==> src/rtl/jedro_1_test_monitor.sv <==
// Test-run monitor for a core under test. It starts on start_i and stops on illegal_instr_i or on timeout.
// After a drain window it checks a shadowed register-file value against the expected value.
module jedro_1_test_monitor #(
   parameter int DATA_WIDTH      = 32,
   parameter int REG_ADDR_WIDTH  = 5,
   parameter int CHECK_REG       = 31,
   parameter int EXPECTED_VALUE  = 1,
   parameter int TIMEOUT_CYCLES  = 32,
   parameter int DRAIN_CYCLES    = 3,
   parameter int TIMEOUT_IS_FAIL = 0,
   parameter int CNT_WIDTH       = 16
) (
   input  logic                      clk_i,
   input  logic                      rstn_i,
   input  logic                      start_i,
   input  logic                      illegal_instr_i,
   input  logic                      rf_we_i,
   input  logic [REG_ADDR_WIDTH-1:0] rf_waddr_i,
   input  logic [DATA_WIDTH-1:0]     rf_wdata_i,
   output logic                      busy_o,
   output logic                      done_o,
   output logic                      pass_o,
   output logic                      fail_o,
   output logic                      timeout_o,
   output logic [DATA_WIDTH-1:0]     result_o,
   output logic [CNT_WIDTH-1:0]      cycles_o
);

   typedef enum logic [2:0] {IDLE, RUN, DRAIN, CHECK, DONE} state_t;

   localparam int DRW = (DRAIN_CYCLES > 1) ? $clog2(DRAIN_CYCLES + 1) : 1;
   localparam logic [DRW-1:0] DRAIN_LAST =
      DRW'((DRAIN_CYCLES > 0) ? DRAIN_CYCLES - 1 : 0);
   localparam logic [CNT_WIDTH-1:0] TIMEOUT_LAST = CNT_WIDTH'(TIMEOUT_CYCLES - 1);
   localparam logic [REG_ADDR_WIDTH-1:0] CHECK_ADDR = REG_ADDR_WIDTH'(CHECK_REG);
   localparam logic [DATA_WIDTH-1:0] EXPECTED = DATA_WIDTH'(EXPECTED_VALUE);

   state_t                state_q, state_d;
   logic [DRW-1:0]        drain_q;
   logic [CNT_WIDTH-1:0]  cycles_q;
   logic [DATA_WIDTH-1:0] result_q;
   logic                  timeout_q, pass_q, fail_q;
   logic                  start_ok, timeout_hit, stop, capture, verdict;

   function automatic logic [CNT_WIDTH-1:0] sat_inc(input logic [CNT_WIDTH-1:0] v);
      return (&v) ? v : v + {{(CNT_WIDTH-1){1'b0}}, 1'b1};
   endfunction

   // A saturated counter also forces the stop, so a timeout beyond the counter range cannot hang RUN
   assign timeout_hit = (cycles_q == TIMEOUT_LAST) || (&cycles_q);
   assign start_ok    = start_i && ((state_q == IDLE) || (state_q == DONE));
   assign stop        = (state_q == RUN) && (illegal_instr_i || timeout_hit);
   assign capture     = ((state_q == RUN) || (state_q == DRAIN)) && rf_we_i &&
                        (rf_waddr_i == CHECK_ADDR);
   assign verdict     = (result_q == EXPECTED) && !((TIMEOUT_IS_FAIL != 0) && timeout_q);

   always_comb begin
      state_d = state_q;
      case (state_q)
         IDLE:    if (start_i) state_d = RUN;
         RUN:     if (stop) state_d = (DRAIN_CYCLES == 0) ? CHECK : DRAIN;
         DRAIN:   if (drain_q == DRAIN_LAST) state_d = CHECK;
         CHECK:   state_d = DONE;
         DONE:    if (start_i) state_d = RUN;
         default: state_d = IDLE;
      endcase
   end

   always_ff @(posedge clk_i or negedge rstn_i) begin
      if (!rstn_i) begin
         state_q   <= IDLE;
         drain_q   <= '0;
         cycles_q  <= '0;
         result_q  <= '0;
         timeout_q <= 1'b0;
         pass_q    <= 1'b0;
         fail_q    <= 1'b0;
      end else begin
         state_q <= state_d;
         drain_q <= (state_q == DRAIN) ? drain_q + DRW'(1) : '0;
         if (start_ok) begin
            cycles_q  <= '0;
            result_q  <= '0;
            timeout_q <= 1'b0;
            pass_q    <= 1'b0;
            fail_q    <= 1'b0;
         end else begin
            if (state_q == RUN) begin
               cycles_q <= sat_inc(cycles_q);
               // illegal_instr_i wins over a timeout in the same cycle
               if (stop) timeout_q <= !illegal_instr_i;
            end
            if (capture) result_q <= rf_wdata_i;
            if (state_q == CHECK) begin
               pass_q <= verdict;
               fail_q <= !verdict;
            end
         end
      end
   end

   assign busy_o    = (state_q == RUN) || (state_q == DRAIN) || (state_q == CHECK);
   assign done_o    = (state_q == DONE);
   assign pass_o    = pass_q;
   assign fail_o    = fail_q;
   assign timeout_o = timeout_q;
   assign result_o  = result_q;
   assign cycles_o  = cycles_q;

endmodule

==> config.mk <==
export PLATFORM = sky130hd
export DESIGN_NAME = jedro_1_test_monitor
export DESIGN_NICKNAME = d
export VERILOG_FILES = /design/src/rtl/jedro_1_test_monitor.sv
export SDC_FILE = /design/constraint.sdc
export NUM_CORES = 1
export LEC_CHECK = 0
export ABC_AREA = 1
export CAP_MARGIN = 5
export CORE_MARGIN = 3
export CORE_UTILIZATION = 46
export CTS_CLUSTER_DIAMETER = 30
export CTS_CLUSTER_SIZE = 30
export DETAILED_ROUTE_END_ITERATION = 10
export PLACE_DENSITY = 0.8
export SKIP_LAST_GASP = 1
export SLEW_MARGIN = 15
export SYNTH_ARGS = -nofsm -noshare
export SYNTH_HDL_FRONTEND = slang
export SYNTH_SLANG_ARGS = --single-unit
==> constraint.sdc <==
create_clock -name clk_i -period 2.15 [get_ports clk_i]
set_input_delay 0.43 -clock clk_i [delete_from_list [all_inputs] [get_ports clk_i]]
set_output_delay 0.43 -clock clk_i [all_outputs]
set_load 0.005 [all_outputs]
==> flow_metrics.py, run 1 <==
metrics = {
    "grt": {
        "antenna_found_initial": 0,
        "grt.total_usage_pct": 20.15,
        "grt_pass1_wl_um": 11960,
        "grt_start_max_net_pins": 49,
        "grt_pass1_vias": 2670,
        "grt-ovfl-total": 0,
    },
    "critical_path": {
        "crit_chain": "nor2_1 -> inv_1 -> nor2_1 -> clkdlybuf4s50_1",
        "path_delay_family": "buffers and inverters",
        "crit_top_cell": "nor2_1",
        "crit_buf_inv": 2,
        "critPathRequiredTime_ns": 1.72,
        "worst-path-max-fanout": 3,
        "worst-setup-path-type": "reg -> out",
        "cp.arrival_ns": 1.56,
        "cp_slowest_cell": "clkdlybuf4s50_1",
        "start_kind": "register",
        "endpoint_kind": "output port",
        "max_stage_delay_ns": 0.50,
    },
    "yosys": {
        "synth.distinct_cells": 29,
        "syn_area_um2": 2922,
        "synth_warnings": 0,
        "avgSynthCellArea_um2": 7.833,
        "ys_seq_area_share_pct": 47.97,
        "synth_nets": 417,
        "ys_seq_elements": 56,
        "netlist_instances": 373,
    },
    "detailed_routing": {
        "route.detailed.drc": 0,
        "vias": 2650,
        "ant_nets": 0,
        "wire_per_inst_um": 12.76,
        "drtIter0Drc": 186,
        "wl_um": 6931,
        "dr.pass1.iters": 4,
        "viasPerCell": 4.880,
    },
    "cells_and_area": {
        "stdcell_count": 543,
        "mostFrequentLayoutCells": "nand2_1 (115), clkdlybuf4s50_1 (93), dfrtp_1 (56)",
        "nFillCells": 517,
        "final_common_cell": "nand2_1",
        "nNetsFinal": 511,
        "drive_above_1_share_pct": 7.051,
        "syn2layout_area_growth_pct": 38.42,
        "antenna_cells": 0,
    },
    "placement": {
        "gp_congestion": 0.8830,
        "dpl.hpwl_um": 5219,
        "io_buffers": 94,
        "dp_cells": 535,
    },
    "timing": {
        "fmax_ghz": 0.5017,
        "tightest_slew_ns": 0.6361,
        "tns_ns": 0,
        "period_minus_slack_ns": 1.993,
        "fin_skew_ns": 0.005761,
        "rsz0062_at_grt": "false",
        "hold_viol": 0,
        "slew_headroom_pct": 57.59,
        "finalCritPeriodShare_pct": 92.71,
        "whs_ns": 0.1342,
        "slew_violations": 0,
        "setup_viol": 0,
    },
    "clocking": {
        "clk_path_buf_depth": 2,
        "cts_hold_buf": 0,
        "path_clk_slew_ns": 0.10,
        "cts_tree": "done",
        "cts_root_buf": "clkbuf_8",
        "cts_sinks": 56,
        "cts_resized": 0,
        "worstSkewPairLatency_ns": 0.30,
        "cts.htree.levels": 2,
        "postCtsSetupBuffers": 0,
        "numCtsBuffers": 5,
    },
    "floorplanning": {
        "die_w_um": 85.70,
        "initial_core_util_pct": 48.48,
        "rows": 28,
        "die_area_um2": 7344,
        "dieHeight_um": 85.70,
        "ioPinCount": 95,
        "fp.coreArea_um2": 6026,
    },
    "power": {
        "irDropWorstVdd_mv": 0.6275,
        "p_leak_nw": 1.856,
        "power.density_nw_per_um2": 918.4,
    },
    "worst_hold_path": {
        "hold_class": "in -> async",
    },
    "job": {
        "max_cap_violations": 0,
    },
    "run_status": {
        "status": "completed",
    },
}
stage by stage:
step           setup WS [ns]  power (mW)  util (%)  cell area [um^2]
6_report              0.1568       3.714     67.11              4044
5_1_grt              0.02797       4.003     67.11              4044
4_1_cts               0.1312       3.767     67.11              4044
3_5_place_dp          0.2402       3.006     65.01              3918
3_3_place_gp          0.2764       2.964     65.01              3918
2_1_floorplan         0.5487       2.351         -              2922
synth_stat cells, drive strengths merged:
cell type,n,area (um^2)
buf,8,65.06
nand3,23,137.6
nor2,54,241.5
inv,37,138.9
nor2b,1,6.260
o21ai,46,252.7
nand2,118,450.4
xnor2,2,17.52
clkbuf,3,11.26
a21oi,3,15.01
o21bai,3,22.52
dfrtp,56,1401
xor2,5,43.79
ha,2,25.02
nand4,7,58.81
nor3,2,10.01
nand3b,1,7.510
a21boi,1,7.510
and2,1,8.760
cells by family (layout without fill, tap and decap cells):
| kind of cell | Yosys count | in the layout | share of synthesized area [%] |
|---|---|---|---|
| xor gates and xnor gates | 7 | 7 | 2.099 |
| and+or+nand+nor | 207 | 207 | 31.52 |
| DFF | 56 | 56 | 47.97 |
| buffers and inverters | 48 | 143 | 7.366 |
| adders and majority gates | 2 | 2 | 0.8564 |
| AOI/OAI and AO/OA | 53 | 53 | 10.19 |
sequential cells by signal, summed over array words and instances (netlist names):
| register | flops |
|---|---|
| pass_o | 1 |
| cycles_o | 16 |
| drain_q | 2 |
| fail_o | 1 |
| result_o | 32 |
| timeout_o | 1 |
| state_q | 3 |
per-layer routing:
layer	share of wire, %	track usage [%]	up-vias	routed length, um
met5	0	0	-	0
met4	1.4	6.187	0	95
met3	8.3	5.379	7	572
met2	46	32.42	88	3191
met1	44	26.74	1195	3072
li1	-	-	1360	-
path summary, 6_finish.rpt:
| check | from | end | slack [ns] | cells past startpoint |
|---|---|---|---|---|
| worst max-delay path | state_q[0]$_DFFE_PN0P_ | done_o | 0.16 | 4 |
| worst min-delay path | rstn_i | result_o[22]$_DFFE_PN0P_ | 0.13 | 1 |
| worst max register to register | cycles_o[0]$_DFFE_PN0P_ | cycles_o[8]$_DFFE_PN0P_ | 0.31 | 7 |
| worst min register to register | drain_q[0]$_DFF_PN0_ | drain_q[0]$_DFF_PN0_ | 0.43 | 1 |
| max in group asynchronous | rstn_i | state_q[1]$_DFFE_PN0P_ | 1.43 | 2 |
| min in group clk_i | drain_q[0]$_DFF_PN0_ | drain_q[0]$_DFF_PN0_ | 0.43 | 1 |
power by group:
part,internal (mW),switching [mW],total (mW)
registers,1.28,0.207,1.49
logic,0.713,0.772,1.48
clock network,0.411,0.331,0.742
worst reg2reg max path: cells and delay by family (launching register included):
kind	cells	cell delay, ns
buf+inv	1	0.06
flops	1	0.45
fa+ha+maj	1	0.29
compound gates	2	0.62
simple gates	3	0.29
area by class of cell:
cell class / instances / area [um^2] / share of cell area (%)
clock inverters: 1 / 30.03 / 0.7426
flip-flops and latches: 56 / 1401 / 34.65
inverters: 37 / 138.9 / 3.434
clock buffers: 7 / 96.34 / 2.382
repair buffers: 98 / 978.4 / 24.20
multi-input cells: 269 / 1305 / 32.27
well taps: 75 / 93.84 / 2.321
(Power assumes the default switching activity.)
==> run 2, diff against run 1 <==
ABC_AREA = default   (was 1)
CORE_UTILIZATION = 45   (was 46)
==> flow_metrics.py, run 2 <==
metrics = {
    "timing": {
        "fin_skew_ns": 0.008398,
        "finalCritPeriodShare_pct": 94.55,
        "slew_headroom_pct": 60.06,
        "hold_viol": 0,
        "period_minus_slack_ns": 2.033,
        "fmax_ghz": 0.4920,
        "rsz0062_at_grt": "false",
        "tns_ns": 0,
        "whs_ns": 0.1002,
        "setup_viol": 0,
        "slew_violations": 0,
        "tightest_slew_ns": 0.5965,
    },
    "worst_hold_path": {
        "hold_class": "in -> async",
    },
    "cells_and_area": {
        "final_common_cell": "clkdlybuf4s50_1",
        "mostFrequentLayoutCells": "clkdlybuf4s50_1 (93), dfrtp_1 (54), nand2_1 (40)",
        "syn2layout_area_growth_pct": 41.34,
        "largest_reg_flops": 32,
        "utilization_pct": 67.99,
        "antenna_cells": 0,
        "nNetsFinal": 409,
        "drive_above_1_share_pct": 7.377,
    },
    "grt": {
        "antenna_found_initial": 0,
        "grt.total_usage_pct": 20.13,
        "grt_pass1_vias": 2318,
        "grt_start_max_net_pins": 49,
        "grt_pass1_wl_um": 11570,
        "grt-ovfl-total": 0,
    },
    "floorplanning": {
        "rows": 27,
        "dieHeight_um": 83.89,
        "die_w_um": 83.89,
        "initial_core_util_pct": 48.10,
        "die_area_um2": 7038,
        "fp.coreArea_um2": 5675,
        "ioPinCount": 95,
    },
    "yosys": {
        "ys_seq_elements": 56,
        "synth_area_leaders": "dfrtp_1 (51%), mux2i_1 (7.0%), nand2_1 (5.5%), o21ai_0 (4.6%), nor2_1 (3.2%)",
        "synth_top_area_share_pct": 51.33,
        "synth_edf_count": 0,
        "yosys.area.top_type": "dfrtp_1",
        "synth_async_sr_flop_share_pct": 100.0,
        "avgSynthCellArea_um2": 10.00,
        "synth_common_cells": "dfrtp_1 (56), nand2_1 (40), o21ai_0 (25)",
        "synth.distinct_cells": 41,
        "netlist_instances": 273,
        "yosysMostFrequentCell": "dfrtp_1",
        "synth_warnings": 0,
        "synth_nets": 317,
        "synth_ff_type": "dfrtp_1",
        "syn_area_um2": 2730,
        "ys_seq_area_share_pct": 51.33,
    },
    "power": {
        "total_power_mw": 2.889,
        "sw_frac_of_total_pct": 34.33,
        "seqPwrFrac_pct": 46.6,
        "p_leak_nw": 1.580,
        "power.density_nw_per_um2": 748.7,
        "p_int_mw": 1.897,
        "switchingPower_uw": 991.8,
        "power_frac_comb_pct": 33.2,
        "irDropWorstVdd_mv": 0.5217,
        "clkPwrFrac_pct": 20.2,
    },
    "clocking": {
        "cts_root_buf": "clkbuf_8",
        "worstSkewPairLatency_ns": 0.31,
        "clk_path_buf_depth": 2,
        "numCtsBuffers": 5,
        "cts.htree.levels": 2,
        "path_clk_slew_ns": 0.10,
        "cts_tree": "done",
        "cts_hold_buf": 0,
        "cts_sinks": 56,
    },
    "detailed_routing": {
        "vias": 2464,
        "dr.pass1.iters": 4,
        "wl_um": 6976,
        "ant_nets": 0,
        "route.detailed.drc": 0,
        "drtIter0Drc": 149,
        "viasPerCell": 5.626,
        "wire_per_inst_um": 15.93,
    },
    "critical_path": {
        "max_stage_delay_ns": 0.50,
        "critPathRequiredTime_ns": 1.72,
        "worst-setup-path-type": "reg -> out",
        "crit_chain": "nor2_2 -> nand2_1 -> inv_1 -> clkdlybuf4s50_1",
        "cp_slowest_cell": "dfrtp_2",
        "start_kind": "register",
        "cp.arrival_ns": 1.60,
        "worst-path-max-fanout": 12,
        "rrSetupSlack_ns": 0.22,
        "endpoint_kind": "output port",
    },
    "placement": {
        "io_buffers": 94,
        "dpl.hpwl_um": 5098,
        "gp_congestion": 0.8313,
    },
    "job": {
        "max_cap_violations": 0,
    },
    "run_status": {
        "status": "completed",
    },
}
[run 2: cell count changes in the layout (fill, tap and decap cells not counted), moves of 12 or more]
| cell | before | now |
|---|---|---|
| nand3_1 | 20 | 7 |
| mux2i_1 | 0 | 19 |
| nor2_1 | 50 | 22 |
| o21ai_1 | 12 | 0 |
| inv_1 | 35 | 4 |
| nand2_1 | 115 | 40 |
[run 2: path summary, 6_finish.rpt]
path                                         startpoint                       end  cells after the start
worst max-delay path             state_q[0]$_DFFE_PN0P_                    done_o                      4
worst min-delay path                             rstn_i  cycles_o[10]$_DFFE_PN0P_                      1
worst max register to register  cycles_o[0]$_DFFE_PN0P_   cycles_o[5]$_DFFE_PN0P_                      6
worst min register to register     drain_q[0]$_DFF_PN0_      drain_q[0]$_DFF_PN0_                      1
max in group asynchronous                        rstn_i  result_o[21]$_DFFE_PN0P_                      2
min in group clk_i                 drain_q[0]$_DFF_PN0_      drain_q[0]$_DFF_PN0_                      1
[run 2: logic make-up after synthesis]
family / share of synthesized area [%]
AO/OA/AOI/OAI: 11.09
XOR/XNOR: 0.3209
adder cells (fa/ha/maj): 0.9164
buffers and inverters: 3.758
flip-flops: 51.33
multiplexers: 6.966
AND/OR/NAND/NOR: 25.62
[run 2: metal layers]
layer  global-route usage (%)  vias up  share of wire, %
met4                    4.971        0               1.3
met1                    26.66     1197                44
met2                    33.33       76                49
met3                    4.738       10               5.5
li1                         -     1181                 -
met5                        0        -                 0
[run 2: critical path, delay by kind of cell (launching register included)]
family	cells	cell delay, ns
AND/OR/NAND/NOR	2	0.26
buffers and inverters	2	0.54
flip-flops	1	0.50
[run 2: timing repair]
action                                  in CTS  in global routing
endpoints found under the setup margin       0                  2
buffers inserted                             0                  0
gates resized for setup                      0                  3
[run 2: metrics by stage]
step / area (um^2) / setup slack [ns] / cells
3_5_place_dp: 3765 / 0.1976 / 430
6_report: 3859 / 0.1173 / 438
3_3_place_gp: 3765 / 0.2359 / 430
5_1_grt: 3859 / 0.01036 / 438
4_1_cts: 3854 / 0.01982 / 438
2_1_floorplan: 2730 / 0.4570 / 273
[run 2: layout make-up]
| type | count | area (um^2) |
|---|---|---|
| inverter | 4 | 15.01 |
| timing repair buffer | 100 | 1018 |
| fill | 454 | 1817 |
| multi-input combinational | 198 | 1242 |
| clock inverter | 2 | 16.27 |
| tap | 72 | 90.09 |
| sequential | 56 | 1404 |
| clock buffer | 6 | 72.57 |
[run 2: power by group through the flow]
stage | Combinational [mW] | Clock [mW] | Sequential, mW
after floorplan | 0.576 | 0 | 1.29
after global placement | 0.943 | 0 | 1.35
after detailed placement | 0.956 | 0 | 1.36
after CTS | 0.961 | 0.602 | 1.34
after global routing | 1.05 | 0.652 | 1.37
final | 0.958 | 0.585 | 1.35
